**src/rtl/sync_ram_pkg.sv**
```systemverilog
// Shared types, constants and the byte-lane merge helper for sync_dualport_ram_be.
package sync_ram_pkg;

  localparam int unsigned RDW_OLD = 0;
  localparam int unsigned RDW_NEW = 1;

  // Widest word / lane count the merge helper handles; callers pad and truncate.
  localparam int unsigned MERGE_MAX_W  = 256;
  localparam int unsigned MERGE_MAX_NB = 256;

  typedef enum logic {
    S_CLEAR = 1'b0,
    S_READY = 1'b1
  } state_t;

  // Take lane i from new_w where be[i] is set, otherwise keep old_w.
  function automatic logic [MERGE_MAX_W-1:0] merge_be(
    input logic [MERGE_MAX_W-1:0]  old_w,
    input logic [MERGE_MAX_W-1:0]  new_w,
    input logic [MERGE_MAX_NB-1:0] be,
    input int unsigned             byte_w
  );
    logic [MERGE_MAX_W-1:0] res;
    res = old_w;
    for (int unsigned b = 0; b < MERGE_MAX_W; b++) begin
      if (be[8'(b / byte_w)]) res[8'(b)] = new_w[8'(b)];
    end
    return res;
  endfunction

endpackage

```
**src/rtl/sync_ram_clear_ctrl.sv**
```systemverilog
// Post-reset clear sequencer: walks every address once with a zero write, then raises ready.
module sync_ram_clear_ctrl
  import sync_ram_pkg::*;
#(
  parameter int unsigned DEPTH     = 16,
  parameter int unsigned ADDR_SIZE = $clog2(DEPTH)
) (
  input  logic                 clk,
  input  logic                 rst,
  output logic                 clr_we,
  output logic [ADDR_SIZE-1:0] clr_addr,
  output logic                 ready
);

  state_t               r_state;
  logic [ADDR_SIZE-1:0] r_cnt;
  logic                 r_we;
  logic                 r_ready;

  // Clear FSM: one word per cycle from 0 to DEPTH-1, then park in READY until reset.
  always_ff @(posedge clk) begin
    if (!rst) begin
      r_state <= S_CLEAR;
      r_cnt   <= '0;
      r_we    <= 1'b1;
      r_ready <= 1'b0;
    end else begin
      case (r_state)
        S_CLEAR: begin
          if (r_cnt == ADDR_SIZE'(DEPTH - 1)) begin
            r_state <= S_READY;
            r_we    <= 1'b0;
            r_ready <= 1'b1;
          end else begin
            r_cnt <= r_cnt + 1'b1;
          end
        end
        S_READY: begin
          r_state <= S_READY;
        end
        default: begin
          r_state <= S_CLEAR;
          r_cnt   <= '0;
          r_we    <= 1'b1;
          r_ready <= 1'b0;
        end
      endcase
    end
  end

  assign clr_we   = r_we;
  assign clr_addr = r_cnt;
  assign ready    = r_ready;

endmodule

```
**src/rtl/sync_dualport_ram_be.sv**
```systemverilog
// One-clock simple dual-port RAM with byte enables, selectable read-during-write and optional output register.
module sync_dualport_ram_be
  import sync_ram_pkg::*;
#(
  parameter int unsigned WIDTH     = 32,
  parameter int unsigned DEPTH     = 16,
  parameter int unsigned ADDR_SIZE = $clog2(DEPTH),
  parameter int unsigned BYTE_W    = 8,
  parameter int unsigned OUT_REG   = 0,
  parameter int unsigned RDW_MODE  = 1
) (
  input  logic                        clk,
  input  logic                        rst,
  input  logic                        wr_en,
  input  logic [ADDR_SIZE-1:0]        wr_addr,
  input  logic [(WIDTH/BYTE_W)-1:0]   wr_be,
  input  logic [WIDTH-1:0]            data_in,
  input  logic                        rd_en,
  input  logic [ADDR_SIZE-1:0]        rd_addr,
  output logic [WIDTH-1:0]            data_out,
  output logic                        rd_valid,
  output logic                        collision,
  output logic                        ready
);

  localparam int unsigned NB = WIDTH / BYTE_W;

  logic [WIDTH-1:0]     r_mem [DEPTH];

  logic                 w_clr_we;
  logic [ADDR_SIZE-1:0] w_clr_addr;
  logic                 w_ready;

  logic                 w_wr_in_range;
  logic                 w_rd_in_range;
  logic                 w_wr_ok;
  logic                 w_rd_req;
  logic                 w_coll;
  logic [WIDTH-1:0]     w_wr_word;
  logic [WIDTH-1:0]     w_rd_word;
  logic [WIDTH-1:0]     w_rd_data;

  logic [WIDTH-1:0]     r_s1_data;
  logic                 r_s1_valid;
  logic                 r_s1_coll;

  sync_ram_clear_ctrl #(
    .DEPTH     (DEPTH),
    .ADDR_SIZE (ADDR_SIZE)
  ) u_clear_ctrl (
    .clk      (clk),
    .rst      (rst),
    .clr_we   (w_clr_we),
    .clr_addr (w_clr_addr),
    .ready    (w_ready)
  );

  assign w_wr_in_range = (32'(wr_addr) < DEPTH);
  assign w_rd_in_range = (32'(rd_addr) < DEPTH);
  assign w_wr_ok       = rst && w_ready && wr_en && w_wr_in_range && (|wr_be);
  assign w_rd_req      = w_ready && rd_en;
  assign w_coll        = w_rd_req && wr_en && w_rd_in_range && (rd_addr == wr_addr);

  assign w_wr_word = WIDTH'(merge_be(MERGE_MAX_W'(r_mem[wr_addr]), MERGE_MAX_W'(data_in),
                                     MERGE_MAX_NB'(wr_be), BYTE_W));
  assign w_rd_word = w_rd_in_range ? r_mem[rd_addr] : '0;

  // New-data bypass merges the in-flight write lanes over the stored word.
  assign w_rd_data = (RDW_MODE == RDW_NEW && w_coll)
                   ? WIDTH'(merge_be(MERGE_MAX_W'(w_rd_word), MERGE_MAX_W'(data_in),
                                     MERGE_MAX_NB'(wr_be), BYTE_W))
                   : w_rd_word;

  // Array write port: clear sequencer owns it until ready, then user byte-enable writes.
  always_ff @(posedge clk) begin
    if (w_clr_we) begin
      r_mem[w_clr_addr] <= '0;
    end else if (w_wr_ok) begin
      r_mem[wr_addr] <= w_wr_word;
    end
  end

  // First read stage: data holds between reads, valid and collision are single-cycle strobes.
  always_ff @(posedge clk) begin
    if (!rst) begin
      r_s1_data  <= '0;
      r_s1_valid <= 1'b0;
      r_s1_coll  <= 1'b0;
    end else begin
      r_s1_valid <= w_rd_req;
      r_s1_coll  <= w_coll;
      if (w_rd_req) r_s1_data <= w_rd_data;
    end
  end

  if (OUT_REG != 0) begin : g_out_reg
    logic [WIDTH-1:0] r_s2_data;
    logic             r_s2_valid;
    logic             r_s2_coll;

    // Optional second stage adds one cycle of latency to data and both strobes.
    always_ff @(posedge clk) begin
      if (!rst) begin
        r_s2_data  <= '0;
        r_s2_valid <= 1'b0;
        r_s2_coll  <= 1'b0;
      end else begin
        r_s2_valid <= r_s1_valid;
        r_s2_coll  <= r_s1_coll;
        if (r_s1_valid) r_s2_data <= r_s1_data;
      end
    end

    assign data_out  = r_s2_data;
    assign rd_valid  = r_s2_valid;
    assign collision = r_s2_coll;
  end else begin : g_no_out_reg
    assign data_out  = r_s1_data;
    assign rd_valid  = r_s1_valid;
    assign collision = r_s1_coll;
  end

  assign ready = w_ready;

  // Keep NB visible as the lane count the byte-enable port is sized by.
  if (NB * BYTE_W != WIDTH) begin : g_bad_width
    $error("WIDTH must be a multiple of BYTE_W");
  end

endmodule

```
**config.mk**
```make
export PLATFORM = sky130hd
export DESIGN_NAME = sync_dualport_ram_be
export DESIGN_NICKNAME = d
export VERILOG_FILES = /design/src/rtl/sync_ram_pkg.sv /design/src/rtl/sync_ram_clear_ctrl.sv /design/src/rtl/sync_dualport_ram_be.sv
export SDC_FILE = /design/constraint.sdc
export NUM_CORES = 1
export LEC_CHECK = 0
export BUFFER_PORTS_ARGS = -buffer_cell sky130_fd_sc_hd__buf_2
export CAP_MARGIN = 40
export CORE_MARGIN = 10
export CORE_UTILIZATION = 50
export CTS_CLUSTER_SIZE = 14
export DETAILED_ROUTE_END_ITERATION = 7
export PLACE_DENSITY = 0.67
export SLEW_MARGIN = 20
export SYNTH_ARGS = -nofsm -noshare
export SYNTH_HDL_FRONTEND = slang
export SYNTH_SLANG_ARGS = --single-unit
```
**constraint.sdc**
```tcl
create_clock -name clk -period 5.88 [get_ports clk]
set_clock_uncertainty 0.2 [all_clocks]
set_input_delay 0.294 -clock clk [delete_from_list [all_inputs] [get_ports clk]]
set_output_delay 0.294 -clock clk [all_outputs]
set_load 0.02 [all_outputs]
```
Word level (Yosys, flattened, before mapping)
Memory sizes are Yosys's and may differ from the RTL's.
Index checks and enable logic that the tools add are counted.
{"block": "totals", "regBits": 41, "mem_bits_rw": 512, "in_bits": 48, "out_inout_bits": 35, "mem_count": 1}
{"block": "op_classes", "addsub": 1, "n_eq_ne": 6, "mux": 75, "n_bitwise": 2, "reduce_logical": 14}
{"memory": "r_mem", "words": 16, "word_bits": 32, "rd": 1, "rd_ports_with_merged_regs": 0, "wr": 1, "line_no": "sync_dualport_ram_be.sv:28", "rtl": "logic [WIDTH-1:0] r_mem [DEPTH];"}
{"cell": "1-bit 2-to-1 mux", "n": 70}
{"cell": "32-bit 2-to-1 mux", "n": 2}
{"cell": "32-bit OR reduction", "n": 1}
{"cell": "2-bit AND reduction", "n": 6}
{"cell": "4-bit 2-to-1 mux", "n": 2}
{"cell": "1-bit logical AND", "n": 6}
{"cell": "4-bit by 1-bit adder with 4-bit output (second input constant)", "n": 1}
{"cell": "4-bit equality test", "n": 1}
{"cell": "4-bit equality test (second input constant)", "n": 1}
{"cell": "1-bit inequality test (second input constant)", "n": 4}
{"cell": "4-bit OR reduction", "n": 1}
{"cell": "1-bit inverter", "n": 2}
{"cell": "1-bit case mux with 2 select lines", "n": 1}

Depth between registers and ports, before layout
Gate-level depths: netlist of the first run.
{"block": "depth", "word_depth": 9, "depth_mapped": 7, "depth_no_buf": 5}

Modules after synthesis
A second synthesis of the first run with hierarchy kept.
{"block": "hier_totals", "cells_unflattened": 1126, "area_unflattened_um2": 22197.5}
{"mod": "sync_dualport_ram_be", "n_inst": 1, "cells_each": 1099, "area_each_um2": 21933.5, "seq_area_each_um2": 16055.4}
{"mod": "sync_ram_clear_ctrl", "n_inst": 1, "cells_each": 27, "area_each_um2": 264.0, "seq_area_each_um2": 140.1}

Least setup slack after synthesis of the first run
OpenSTA, ideal clock, no wires.
{"block": "synth_timing", "path_kind": "reg2reg", "from": "reg u_clear_ctrl.r_ready, in the netlist u_clear_ctrl.ready", "to": "mem r_mem[12][24], enable pin", "arrival_ps": 2179, "setup_slack_ps": 3117, "path_stages_with_launch": 6, "path_buffers": 1, "synth_period_minus_slack_ps": 2763, "cell_sequence": "dfxtp_1 -> nand4b_2 -> a41oi_4 -> mux2_2 -> buf_2 -> nor3_1"}
{"block": "synth_via", "elab_chain_cells": 9, "word_cells_on_any_way": 13, "classes_between": "mux: 5; reduce/logical: 8"}
{"item": "start, declared", "line_no": "sync_ram_clear_ctrl.sv:18", "rtl": "logic r_ready;"}
{"item": "start signal, assigned", "line_no": "sync_ram_clear_ctrl.sv:26", "rtl": "r_ready <= 1'b0;"}
{"item": "start signal, assigned", "line_no": "sync_ram_clear_ctrl.sv:33", "rtl": "r_ready <= 1'b1;"}
{"item": "start signal, assigned", "line_no": "sync_ram_clear_ctrl.sv:45", "rtl": "r_ready <= 1'b0;"}
{"item": "1-bit logical AND (*) (3 in a row)", "line_no": "sync_dualport_ram_be.sv:60", "rtl": "assign w_wr_ok = rst && w_ready && wr_en && w_wr_in_range && (|wr_be);"}
{"item": "1-bit 2-to-1 mux (*)", "line_no": "sync_dualport_ram_be.sv:78", "rtl": "end else if (w_wr_ok) begin"}
{"item": "1-bit 2-to-1 mux (*)", "line_no": "sync_dualport_ram_be.sv:76", "rtl": "if (w_clr_we) begin"}
{"item": "1-bit 2-to-1 mux (implied by the code) (*)", "line_no": "sync_dualport_ram_be.sv:79", "rtl": "r_mem[wr_addr] <= w_wr_word;"}
{"item": "2-bit AND reduction (no line)"}
{"item": "32-bit OR reduction (no line)"}
{"item": "4-bit 2-to-1 mux (no line)"}
{"item": "end, declared", "line_no": "sync_dualport_ram_be.sv:28"}
Mark *: on every way between the ends. The rest lies on a longest branch, timed or not.

Final worst setup path of the first run
{"block": "layout_timing", "from": "reg u_clear_ctrl.r_we, in the netlist u_clear_ctrl.clr_we", "to": "mem r_mem[3][24], enable pin"}
{"block": "layout_via", "elab_chain_cells": 5, "word_cells_on_any_way": 11, "classes_between": "mux: 6; reduce/logical: 5"}
{"item": "start, declared", "line_no": "sync_ram_clear_ctrl.sv:17", "rtl": "logic r_we;"}
{"item": "start signal, assigned", "line_no": "sync_ram_clear_ctrl.sv:25", "rtl": "r_we <= 1'b1;"}
{"item": "start signal, assigned", "line_no": "sync_ram_clear_ctrl.sv:32", "rtl": "r_we <= 1'b0;"}
{"item": "start signal, assigned", "line_no": "sync_ram_clear_ctrl.sv:44", "rtl": "r_we <= 1'b1;"}
{"item": "1-bit 2-to-1 mux", "line_no": "sync_dualport_ram_be.sv:76"}
{"item": "1-bit 2-to-1 mux (implied by the code)", "line_no": "sync_dualport_ram_be.sv:79"}
{"item": "2-bit AND reduction (no line)"}
{"item": "32-bit OR reduction (no line)"}
{"item": "4-bit 2-to-1 mux (no line)"}
Parallel ways exist; a longest one is shown, timed or not.

==> qor.csv, run 1 <==
metric,value,unit
status,completed,
first drt pass iteration count,5,
Max stage delay on crit path,610,ps
FF+latch area,16200,um2
root buf cell,clkbuf_16,
Rel. slew slack,44.4,%
leakage,9.32,nW
"Cell Chain, Critical Path","nand4b_2, a41oi_4, buf_16, mux2_2, nor3_1, buf_2",
Worst EP arrival,3450,ps
"Avg Cell Area, Syn",19.8,um2
r2r endpoint,r_mem[3][24]$_DFFE_PP_,
Hold Path Origin,wr_be[2],
synthesized cell area,22300,um2
"worst slack, placed",2520,ps
register-to-register setup slack,2530,ps
met3 WL,4450,um
Tot GR Track Use,21.1,%
first-pass GRT wire length,83100,um
initial antenna violation count,5,
initial core utilization,50.5,%
post-CTS setup buffers,0,
worst endpoint required time,5980,ps
fillers,3292,
clk buf depth,3,
TritonCTS clock tree,built,
Multi-input gate area,5680,um2
Synth area leader,edfxtp_1,
overall die height,231,um
I/O Pins,83,
Worst IR Drop VDD,208,uV
WL met1,23400,um
worst-margin pin slew,833,ps
crit share post-route,56.9,%
Power Density,315,nW/um2
Ys Warns,0,
GR Overflow Total,0,
CTS Hold Bufs,32,
Final TNS setup,0,ps
Peak Freq,299,MHz
Routed WL,56300,um
most frequent cells in the layout,"edfxtp_1 (512), mux4_2 (128), buf_2 (115), clkbuf_16 (53), nor3_1 (52)",
Final Hold Viols,0,
critical path class,reg2reg,
Post-CTS Resized,0,
die area,53400,um2
core area,44100,um2
FF-to-FF path depth,6,
DRC viols,0,
"top cells by area, synth","edfxtp_1 (69%), mux4_2 (13%), dfxtp_1 (3.7%)",
Syn Nets,1174,
Initial DRC Count,1630,
crit path time final,3350,ps
WL per Instance,29.2,um
"Seq/Total Area, Yosys",72.7,%
layout cell share with drive strength beyond 1,33.1,%
CP max stage cell,nor3_1,
Hold WC Path Type,in2reg,
Die X-Extent,231,um
final worst slack,2530,ps
RR Startpoint,u_clear_ctrl.clr_we$_SDFFE_PN1P_,
number of global-route vias before repair,12100,
Setup crit end kind,flop,
nets,1345,
drt via density,6.25,
via count,12100,
pin count of the biggest net entering global routing,57,
Worst Hold Endpoint,data_out[23]$_SDFFE_PN0P_,
Setup Viol. Count Final,0,
Worst-path clk slew,60,ps
metal2 WL,27000,um
WHS,126,ps
RSZ-0062 raised after global routing,no,
cts bufs inserted,53,
# rows,77,
Post-DP HPWL,36500,um
top-area cell type share of the netlist area,69.0,%
max_cap viols,0,
Worst path top cell family by delay,simple AND/OR/NAND/NOR gates,
CP Max Fanout,17,
clk sinks,553,
"FF+latch count, synth",553,
routability cong.,0.802,
"Core Util, Final",58.2,%
crit path launch type,flop,
max layer used,met5,
CTS HTree Levels,2,
Yosys cell types,36,
WP buf/inv,2,
Area Overhead vs Synth,15.3,%
max-slew violation count,0,
hold path cells,4,
IO Port Bufs,82,
Detail Route Antenna Nets,0,
clk_lat worst skew,600,ps
"commonest non-fill, non-tap cell in the layout",edfxtp_1,
Synth Instances,1125,
==> worst max-delay path by stage <==
stage	to	from	slack (ps)	depth (start not counted)
after floorplan	r_mem[12][24]$_DFFE_PP_	u_clear_ctrl.ready$_SDFFE_PN0P_	3120	5
after global placement	r_mem[11][22]$_DFFE_PP_	u_clear_ctrl.clr_we$_SDFFE_PN1P_	2190	4
after global routing	r_mem[15][3]$_DFFE_PP_	u_clear_ctrl.clr_we$_SDFFE_PN1P_	2380	6
final	r_mem[3][24]$_DFFE_PP_	u_clear_ctrl.clr_we$_SDFFE_PN1P_	2530	6
after detailed placement	r_mem[15][3]$_DFFE_PP_	u_clear_ctrl.clr_we$_SDFFE_PN1P_	2520	6
after CTS	r_mem[15][6]$_DFFE_PP_	u_clear_ctrl.clr_we$_SDFFE_PN1P_	2530	6
==> layer usage <==
layer,global-route usage [%],up-vias
met5,0,-
met4,6.52,6
met3,4.54,100
met2,32.7,576
met1,29.5,6312
li1,-,5082
==> sequential cells by signal, indices dropped and copies added (netlist names) <==
name	count
u_clear_ctrl.ready	1
r_mem	512
data_out	32
u_clear_ctrl.r_state	1
rd_valid	1
u_clear_ctrl.clr_addr	4
u_clear_ctrl.clr_we	1
collision	1
==> power by group <==
| part | total, mW | internal [mW] | switching (mW) | leakage [nW] |
|---|---|---|---|---|
| combinational | 0.392 | 0.157 | 0.234 | 2.55 |
| sequential | 4.34 | 4.32 | 0.0218 | 5.94 |
| clock | 3.37 | 1.91 | 1.46 | 0.831 |
==> logic make-up (layout without fill, tap and decap cells) <==
family                   after synthesis  in the layout  share of synthesized area [%]
AO/OA/AOI/OAI                        164            164                           6.03
XOR/XNOR                               7              7                          0.275
adder cells (fa/ha/maj)                1              1                         0.0562
buffers and inverters                 83            295                           2.08
flip-flops                           553            553                           72.7
multiplexers                         170            170                           15.1
other                                  0              2                              0
AND/OR/NAND/NOR                      147            147                           3.79
==> cell type report <==
class | count | area share, %
Antenna cell | 2 | 0.0195
Clock inverter | 37 | 1.34
Clock buffer | 59 | 5.25
Multi-Input combinational cell | 489 | 22.1
Timing Repair Buffer | 193 | 5.28
Inverter | 6 | 0.0877
Sequential cell | 553 | 63.0
Tap cell | 592 | 2.88
==> synth_stat cells <==
cell type / n
a21oi_1: 12
a222oi_1: 10
a22oi_1: 25
a22oi_2: 18
a31oi_1: 25
a41oi_4: 1
and2_1: 35
and3_1: 2
and4_1: 1
buf_1: 5
buf_2: 19
buf_4: 12
buf_6: 11
clkbuf_1: 30
dfxtp_1: 41
edfxtp_1: 512
ha_1: 1
inv_1: 2
inv_2: 4
mux2_2: 27
mux2i_1: 10
mux2i_2: 5
mux4_2: 128
nand2_1: 11
nand3_1: 5
nand4_1: 2
nand4b_2: 1
nor2_1: 15
nor2b_1: 10
nor3_1: 52
nor3_2: 13
o21a_1: 40
o21ai_0: 1
o41ai_1: 32
xnor2_1: 5
xor2_1: 2
==> tightest hold or removal path, cell delays in order <==
cell     delay (ps)
buf_2           150
inv_2           200
o41ai_1         110
a21oi_1         110
==> stage by stage <==
stage                     cells  area [um2]  total power [mW]
final                      1931       25700              8.10
after detailed placement   1796       23600              4.79
after global placement     1752       23300              4.78
after floorplan            1125       22300              4.65
after CTS                  1924       25600              8.13
after global routing       1930       25700              8.33
(Power assumes the default switching activity.)
==> run 2: changes to the inputs <==
--- a/config.mk
+++ b/config.mk
@@ -11,7 +11,7 @@
 export CORE_UTILIZATION = 50
 export CTS_CLUSTER_SIZE = 14
 export DETAILED_ROUTE_END_ITERATION = 7
-export PLACE_DENSITY = 0.67
+export PLACE_DENSITY = 0.69
 export SLEW_MARGIN = 20
 export SYNTH_ARGS = -nofsm -noshare
 export SYNTH_HDL_FRONTEND = slang
==> constraint.sdc (replaced) <==
create_clock -name clk -period 2.8 [get_ports clk]
set_clock_uncertainty 0.2 [all_clocks]
set_input_delay 0.14 -clock clk [delete_from_list [all_inputs] [get_ports clk]]
set_output_delay 0.14 -clock clk [all_outputs]
set_load 0.02 [all_outputs]
==> run 2 against run 1 <==
Against the previous run: combinational power rose by 120%; first-iteration DRC count is 14% lower; clock power grew 110%; worst setup slack worse by 2400 ps; non-clock buffer count grew 71; die area stayed put; largest power group unchanged.
==> qor.csv, run 2 (same netlist as run 1, synthesis figures left out) <==
metric,value,unit,change
"Core Util, Final",59.8,%,+1.5 points
CTS HTree Levels,2,,unchanged
most frequent cells in the layout,"edfxtp_1 (512), mux4_2 (128), buf_4 (116), buf_2 (79), dlygate4sd3_1 (60)",,
number of global-route vias before repair,12400,,+3.2%
first-pass GRT wire length,78900,um,-5.0%
sequential power share,52.9,%,-0.7 points
Post-DP HPWL,33800,um,-7.2%
Hold WC Path Type,in2reg,,
clk sinks,553,,unchanged
crit share post-route,94.5,%,+38 points
Initial DRC Count,1409,,-14%
initial antenna violation count,6,,+1
Power Density,653,nW/um2,+110%
placed insts,1844,,+2.7%
clk_lat worst skew,580,ps,-20 ps
Largest register FFs,512,,unchanged
CP max stage cell,dlygate4sd3_1,,
RR Startpoint,u_clear_ctrl.ready$_SDFFE_PN0P_,,
RSZ-0062 raised after global routing,no,,
GR Overflow Total,0,,unchanged
"Design Area, Final",26400,um2,+2.6%
layout cell share with drive strength beyond 1,33.9,%,+0.75 points
I/O Pins,83,,unchanged
pin count of the biggest net entering global routing,38,,-33%
Final Hold Viols,0,,unchanged
nets,1416,,+5.3%
Detail Route Antenna Nets,0,,unchanged
Worst path top cell family by delay,buffers and inverters,,
Post-Layout Cell Count,2001,,+3.6%
Placement Cell Area,24000,um2,+1.8%
r2r endpoint,data_out[19]$_SDFFE_PN0P_,,
crit path time final,2650,ps,-702 ps
Final TNS setup,0,ps,unchanged
WL met1,21600,um,-7.8%
clk buf depth,3,,unchanged
Reg with most FFs,r_mem,,
max-slew violation count,0,,unchanged
CP Max Fanout,19,,+2
final worst slack,154,ps,-2380 ps
Peak Freq,378,MHz,+27%
first drt pass iteration count,7,,+2
# rows,77,,unchanged
Comb pwr share,5.1,%,+0.3 points
routability cong.,0.846,,+5.5%
"commonest non-fill, non-tap cell in the layout",edfxtp_1,,
Worst EP arrival,2890,ps,-560 ps
worst-margin pin slew,628,ps,-206 ps
TritonCTS clock tree,built,,
met3 WL,3990,um,-10%
via count,12100,,+0.0083%
"Cell Chain, Critical Path","and2_2, nand2_2, buf_4, o41ai_1, dlygate4sd3_1, a21oi_1",,
WP buf/inv,2,,unchanged
root buf cell,clkbuf_16,,
overall die height,231,um,unchanged
Clock Power Share,42.0,%,+0.4 points
metal2 WL,25900,um,-4.2%
core area,44100,um2,unchanged
"worst slack, placed",113,ps,-2400 ps
register-to-register setup slack,150,ps,-2380 ps
Hold Path Origin,wr_be[3],,
critical path class,reg2reg,,
Worst-path clk slew,60,ps,about the same
Max stage delay on crit path,600,ps,about the same
drt via density,6.04,,-3.5%
status,completed,,
switching share of power,20.0,%,-1.1 points
Tot GR Track Use,19.7,%,-1.4 points
Die X-Extent,231,um,unchanged
DRC viols,0,,unchanged
cts bufs inserted,53,,unchanged
Setup Viol. Count Final,0,,unchanged
Area Overhead vs Synth,18.4,%,
worst endpoint required time,3040,ps,-2940 ps
max_cap viols,0,,unchanged
die area,53400,um2,unchanged
Routed WL,52400,um,-6.8%
WL per Instance,26.2,um,-10%
crit path launch type,flop,,
Worst IR Drop VDD,355,uV,+71%
max layer used,met5,,
initial core utilization,50.5,%,unchanged
leakage,9.64,nW,+3.4%
FF-to-FF path depth,6,,unchanged
hold path cells,3,,-1
IO Port Bufs,82,,unchanged
net switching power,3.45,mW,+100%
Setup crit end kind,flop,,
Int Power,13.8,mW,+120%
Worst Hold Endpoint,data_out[25]$_SDFFE_PN0P_,,
Rel. slew slack,58.1,%,+14 points
-- run 2: changes by cell type in the layout (fill, tap and decap cells not counted), moves of 4 or more --
cell	change
buf_2	-36
mux2i_4	-5
mux2i_2	+5
clkinv_2	-7
buf_16	-4
dlygate4sd3_1	+28
buf_4	+82
buf_12	+7
-- run 2: stage by stage --
step | total power, mW | hold WS (ps)
4_1_cts | 17.3 | 0.325
6_report | 17.2 | 14.5
3_5_place_dp | 10.1 | 261
3_3_place_gp | 10.1 | 250
5_1_grt | 17.7 | 27.4
2_1_floorplan | 9.77 | 123
-- run 2: timing repair --
| item | CTS | global route |
|---|---|---|
| setup buffers | 0 | 0 |
| setup endpoints to repair | 0 | 11 |
| hold endpoints to repair | 65 | 0 |
| hold buffers | 60 | 0 |
| resized for setup | 0 | 1 |
-- run 2: worst max-delay path by stage --
stage                               startpoint                   endpoint  slack (ps)  depth (start not counted)
4_1_cts        u_clear_ctrl.ready$_SDFFE_PN0P_    r_mem[13][17]$_DFFE_PP_         160                          7
6_report       u_clear_ctrl.ready$_SDFFE_PN0P_  data_out[19]$_SDFFE_PN0P_         150                          6
5_1_grt        u_clear_ctrl.ready$_SDFFE_PN0P_  data_out[10]$_SDFFE_PN0P_          70                          6
3_5_place_dp   u_clear_ctrl.ready$_SDFFE_PN0P_    r_mem[13][17]$_DFFE_PP_         110                          7
2_1_floorplan  u_clear_ctrl.ready$_SDFFE_PN0P_    r_mem[12][24]$_DFFE_PP_          40                          5
3_3_place_gp   u_clear_ctrl.ready$_SDFFE_PN0P_     r_mem[4][12]$_DFFE_PP_         220                          7
-- run 2: power groups by stage --
stage / logic, mW / clock network, mW / registers [mW]
2_1_floorplan: 0.502 / 0 / 9.27
3_3_place_gp: 0.826 / 0 / 9.27
3_5_place_dp: 0.832 / 0 / 9.28
4_1_cts: 0.876 / 7.34 / 9.10
5_1_grt: 0.924 / 7.66 / 9.11
6_report: 0.872 / 7.24 / 9.11
-- run 2: routing by layer --
| metal | up-vias | track usage [%] |
|---|---|---|
| li1 | 5213 | - |
| met1 | 6331 | 26.4 |
| met2 | 451 | 32.1 |
| met3 | 76 | 4.48 |
| met4 | 6 | 4.95 |
| met5 | - | 0 |
-- run 2: final cells by class --
type | count | area, um2
antenna | 4 | 10.0
clock buffer | 64 | 1390
clock inverter | 29 | 353
fill | 3263 | 17800
inverter | 6 | 22.5
multi-input combinational | 489 | 5630
sequential | 553 | 16200
tap | 592 | 741
timing repair buffer | 264 | 2030
-- run 2: worst reg2reg max path, cell delays in order, from the launching register on --
cell           delay [ps]
dfxtp_1               440
and2_2                210
nand2_2               290
buf_4                 360
o41ai_1               380
dlygate4sd3_1         600
a21oi_1                40
==> run 3: changes to the inputs <==
--- a/config.mk
+++ b/config.mk
@@ -8,11 +8,10 @@
 export BUFFER_PORTS_ARGS = -buffer_cell sky130_fd_sc_hd__buf_2
 export CAP_MARGIN = 40
 export CORE_MARGIN = 10
-export CORE_UTILIZATION = 50
+export CORE_UTILIZATION = 56
 export CTS_CLUSTER_SIZE = 14
 export DETAILED_ROUTE_END_ITERATION = 7
-export PLACE_DENSITY = 0.69
-export SLEW_MARGIN = 20
+export PLACE_DENSITY = 0.76
 export SYNTH_ARGS = -nofsm -noshare
 export SYNTH_HDL_FRONTEND = slang
 export SYNTH_SLANG_ARGS = --single-unit
==> constraint.sdc (replaced) <==
create_clock -name clk -period 2.8 [get_ports clk]
set_clock_uncertainty 0.2 [all_clocks]
set_input_delay 0.28 -clock clk [delete_from_list [all_inputs] [get_ports clk]]
set_output_delay 0.28 -clock clk [all_outputs]
set_load 0.02 [all_outputs]
==> run 3 against run 2 <==
Against the previous run: clock power up 2%; combinational power down 1%; fmax up 2.0%; wire length up 2.7%; critical path depth up 1; flip-flop and latch count unchanged.
==> qor.csv, run 3 (same netlist as run 1, synthesis figures left out) <==
metric,value,unit,change
status,completed,,
Rel. slew slack,43.5,%,-15 points
Initial DRC Count,1416,,+0.50%
Peak Freq,386,MHz,+2.0%
max-slew violation count,0,,unchanged
WP buf/inv,3,,+1
"commonest non-fill, non-tap cell in the layout",edfxtp_1,,
Placement Cell Area,24100,um2,+0.19%
max_cap viols,0,,unchanged
Power Density,661,nW/um2,+1.3%
sequential power share,52.6,%,-0.3 points
Clock Power Share,42.4,%,+0.4 points
Final Hold Viols,0,,unchanged
Worst-path clk slew,60,ps,about the same
worst endpoint required time,2890,ps,-150 ps
TritonCTS clock tree,built,,
first drt pass iteration count,6,,-1
net switching power,3.53,mW,+2.4%
FF-to-FF path depth,7,,+1
critical path class,reg2reg,,
root buf cell,clkbuf_16,,
RSZ-0062 raised after global routing,no,,
Multi-input gate area,5620,um2,about the same
RR Startpoint,u_clear_ctrl.clr_we$_SDFFE_PN1P_,,
Setup crit end kind,flop,,
CP max stage cell,nor3_1,,
clk buf depth,3,,unchanged
initial core utilization,57.1,%,+6.6 points
Post-DP HPWL,34500,um,+1.8%
Worst IR Drop VDD,396,uV,+12%
Max stage delay on crit path,400,ps,-200 ps
Tot GR Track Use,22.6,%,+2.9 points
Int Power,13.8,mW,+0.16%
overall die height,219,um,-5.0%
"Design Area, Final",26200,um2,-0.65%
Worst EP arrival,2690,ps,-200 ps
I/O Pins,83,,unchanged
leakage,9.68,nW,+0.44%
Comb pwr share,5.0,%,about the same
clk_lat worst skew,580,ps,about the same
GR Overflow Total,0,,unchanged
pin count of the biggest net entering global routing,34,,-11%
worst-margin pin slew,844,ps,+216 ps
core area,39000,um2,-12%
register-to-register setup slack,210,ps,+50 ps
WL per Instance,27.9,um,+6.6%
hold path cells,4,,+1
most frequent CP cell,buf_4,,
Detail Route Antenna Nets,0,,unchanged
fillers,2452,,-25%
number of global-route vias before repair,12800,,+3.1%
Worst Hold Endpoint,data_out[7]$_SDFFE_PN0P_,,
CP Max Fanout,12,,-7
CTS HTree Levels,2,,unchanged
crit path time final,2590,ps,-52.6 ps
initial antenna violation count,5,,-1
Final TNS setup,0,ps,unchanged
crit path launch type,flop,,
clk sinks,553,,unchanged
via count,12300,,+2.0%
switching share of power,20.4,%,+0.36 points
"Cell Chain, Critical Path","nand4b_2, a41oi_4, buf_4, mux2i_2, buf_4, nor3_1, buf_4",,
FF+latch area,16200,um2,unchanged
layout cell share with drive strength beyond 1,36.1,%,+2.2 points
# rows,72,,-6.5%
Post-Layout Cell Count,1929,,-3.6%
cts bufs inserted,53,,unchanged
DRC viols,0,,unchanged
most frequent cells in the layout,"edfxtp_1 (512), buf_4 (144), mux4_2 (128), buf_2 (79), clkbuf_16 (55)",,
routability cong.,0.844,,-0.22%
first-pass GRT wire length,80800,um,+2.4%
Reg with most FFs,r_mem,,
crit share post-route,92.6,%,-1.9 points
Largest register FFs,512,,unchanged
drt via density,6.39,,+5.8%
Die X-Extent,219,um,-5.0%
Setup Viol. Count Final,0,,unchanged
IO Port Bufs,82,,unchanged
Hold Path Origin,rd_addr[3],,
r2r endpoint,r_mem[11][26]$_DFFE_PP_,,
die area,48200,um2,-9.8%
Post-CTS Resized,0,,unchanged
nets,1412,,-0.28%
post-CTS setup buffers,0,,unchanged
placed insts,1794,,-2.7%
Area Overhead vs Synth,17.6,%,
Routed WL,53900,um,+2.7%
"Core Util, Final",67.2,%,+7.4 points
Worst path top cell family by delay,buffers and inverters,,
Hold WC Path Type,in2reg,,
run 3: cell types whose count changed in the layout (fill, tap and decap cells not counted), moves of 5 or more:
cell           previous run  this run
buf_4                   116       144
dlygate4sd3_1            60        32
clkinv_1                 14         4
clkbuf_1                  9        16
clkbuf_8                  2         7
run 3: stage by stage:
step / setup slack [ps] / power, mW / hold slack [ps]
after floorplan: 37.5 / 9.77 / 263
after global placement: 319 / 10.1 / 309
after detailed placement: 238 / 10.1 / 349
after CTS: 262 / 17.4 / 49.0
after global routing: 147 / 17.8 / 75.6
final: 206 / 17.3 / 83.3
run 3: layer usage:
layer  vias to the layer above  share of wire, %  GRT usage (%)  wire [um]
li1                       5208                 -              -          -
met1                      6343                39           29.5      20800
met2                       659                49           36.3      26400
met3                       105               9.6           5.68       5170
met4                         6               2.8           8.02       1500
met5                         -             0.063              0         34
run 3: tightest hold or removal path, cell delays in order:
cell and delay, ps:
buf_2 160, buf_4 210, nand2_1 70, a31oi_1 80
run 3: what timing repair did:
item	in CTS	in global routing
endpoints found under the hold margin	32	0
endpoints found under the setup margin	0	0
hold buffers	32	0
run 3: worst max-delay path by stage:
stage / start / depth (start not counted) / end / slack, ps
4_1_cts: u_clear_ctrl.clr_we$_SDFFE_PN1P_ / 7 / r_mem[11][26]$_DFFE_PP_ / 260
2_1_floorplan: u_clear_ctrl.ready$_SDFFE_PN0P_ / 5 / r_mem[12][24]$_DFFE_PP_ / 40
6_report: u_clear_ctrl.clr_we$_SDFFE_PN1P_ / 7 / r_mem[11][26]$_DFFE_PP_ / 210
3_5_place_dp: rd_addr[1] / 6 / data_out[9]$_SDFFE_PN0P_ / 240
3_3_place_gp: rst / 6 / r_mem[14][18]$_DFFE_PP_ / 320
5_1_grt: u_clear_ctrl.clr_we$_SDFFE_PN1P_ / 7 / r_mem[11][26]$_DFFE_PP_ / 150
run 3: power groups by stage:
stage	Clock [mW]	Combinational (mW)	Sequential, mW
finish	7.35	0.859	9.11
detailed placement	0	0.815	9.28
CTS	7.42	0.854	9.11
global route	7.74	0.906	9.12
global placement	0	0.801	9.28
floorplan	0	0.502	9.27
run 3: layout make-up:
class / count / share of cell area (%)
diodes: 3 / 0.0287
clock buffers: 78 / 5.85
clock inverters: 22 / 1.06
inverters: 6 / 0.0860
multi-input cells: 489 / 21.5
flip-flops and latches: 553 / 61.8
well taps: 518 / 2.47
repair buffers: 260 / 7.21
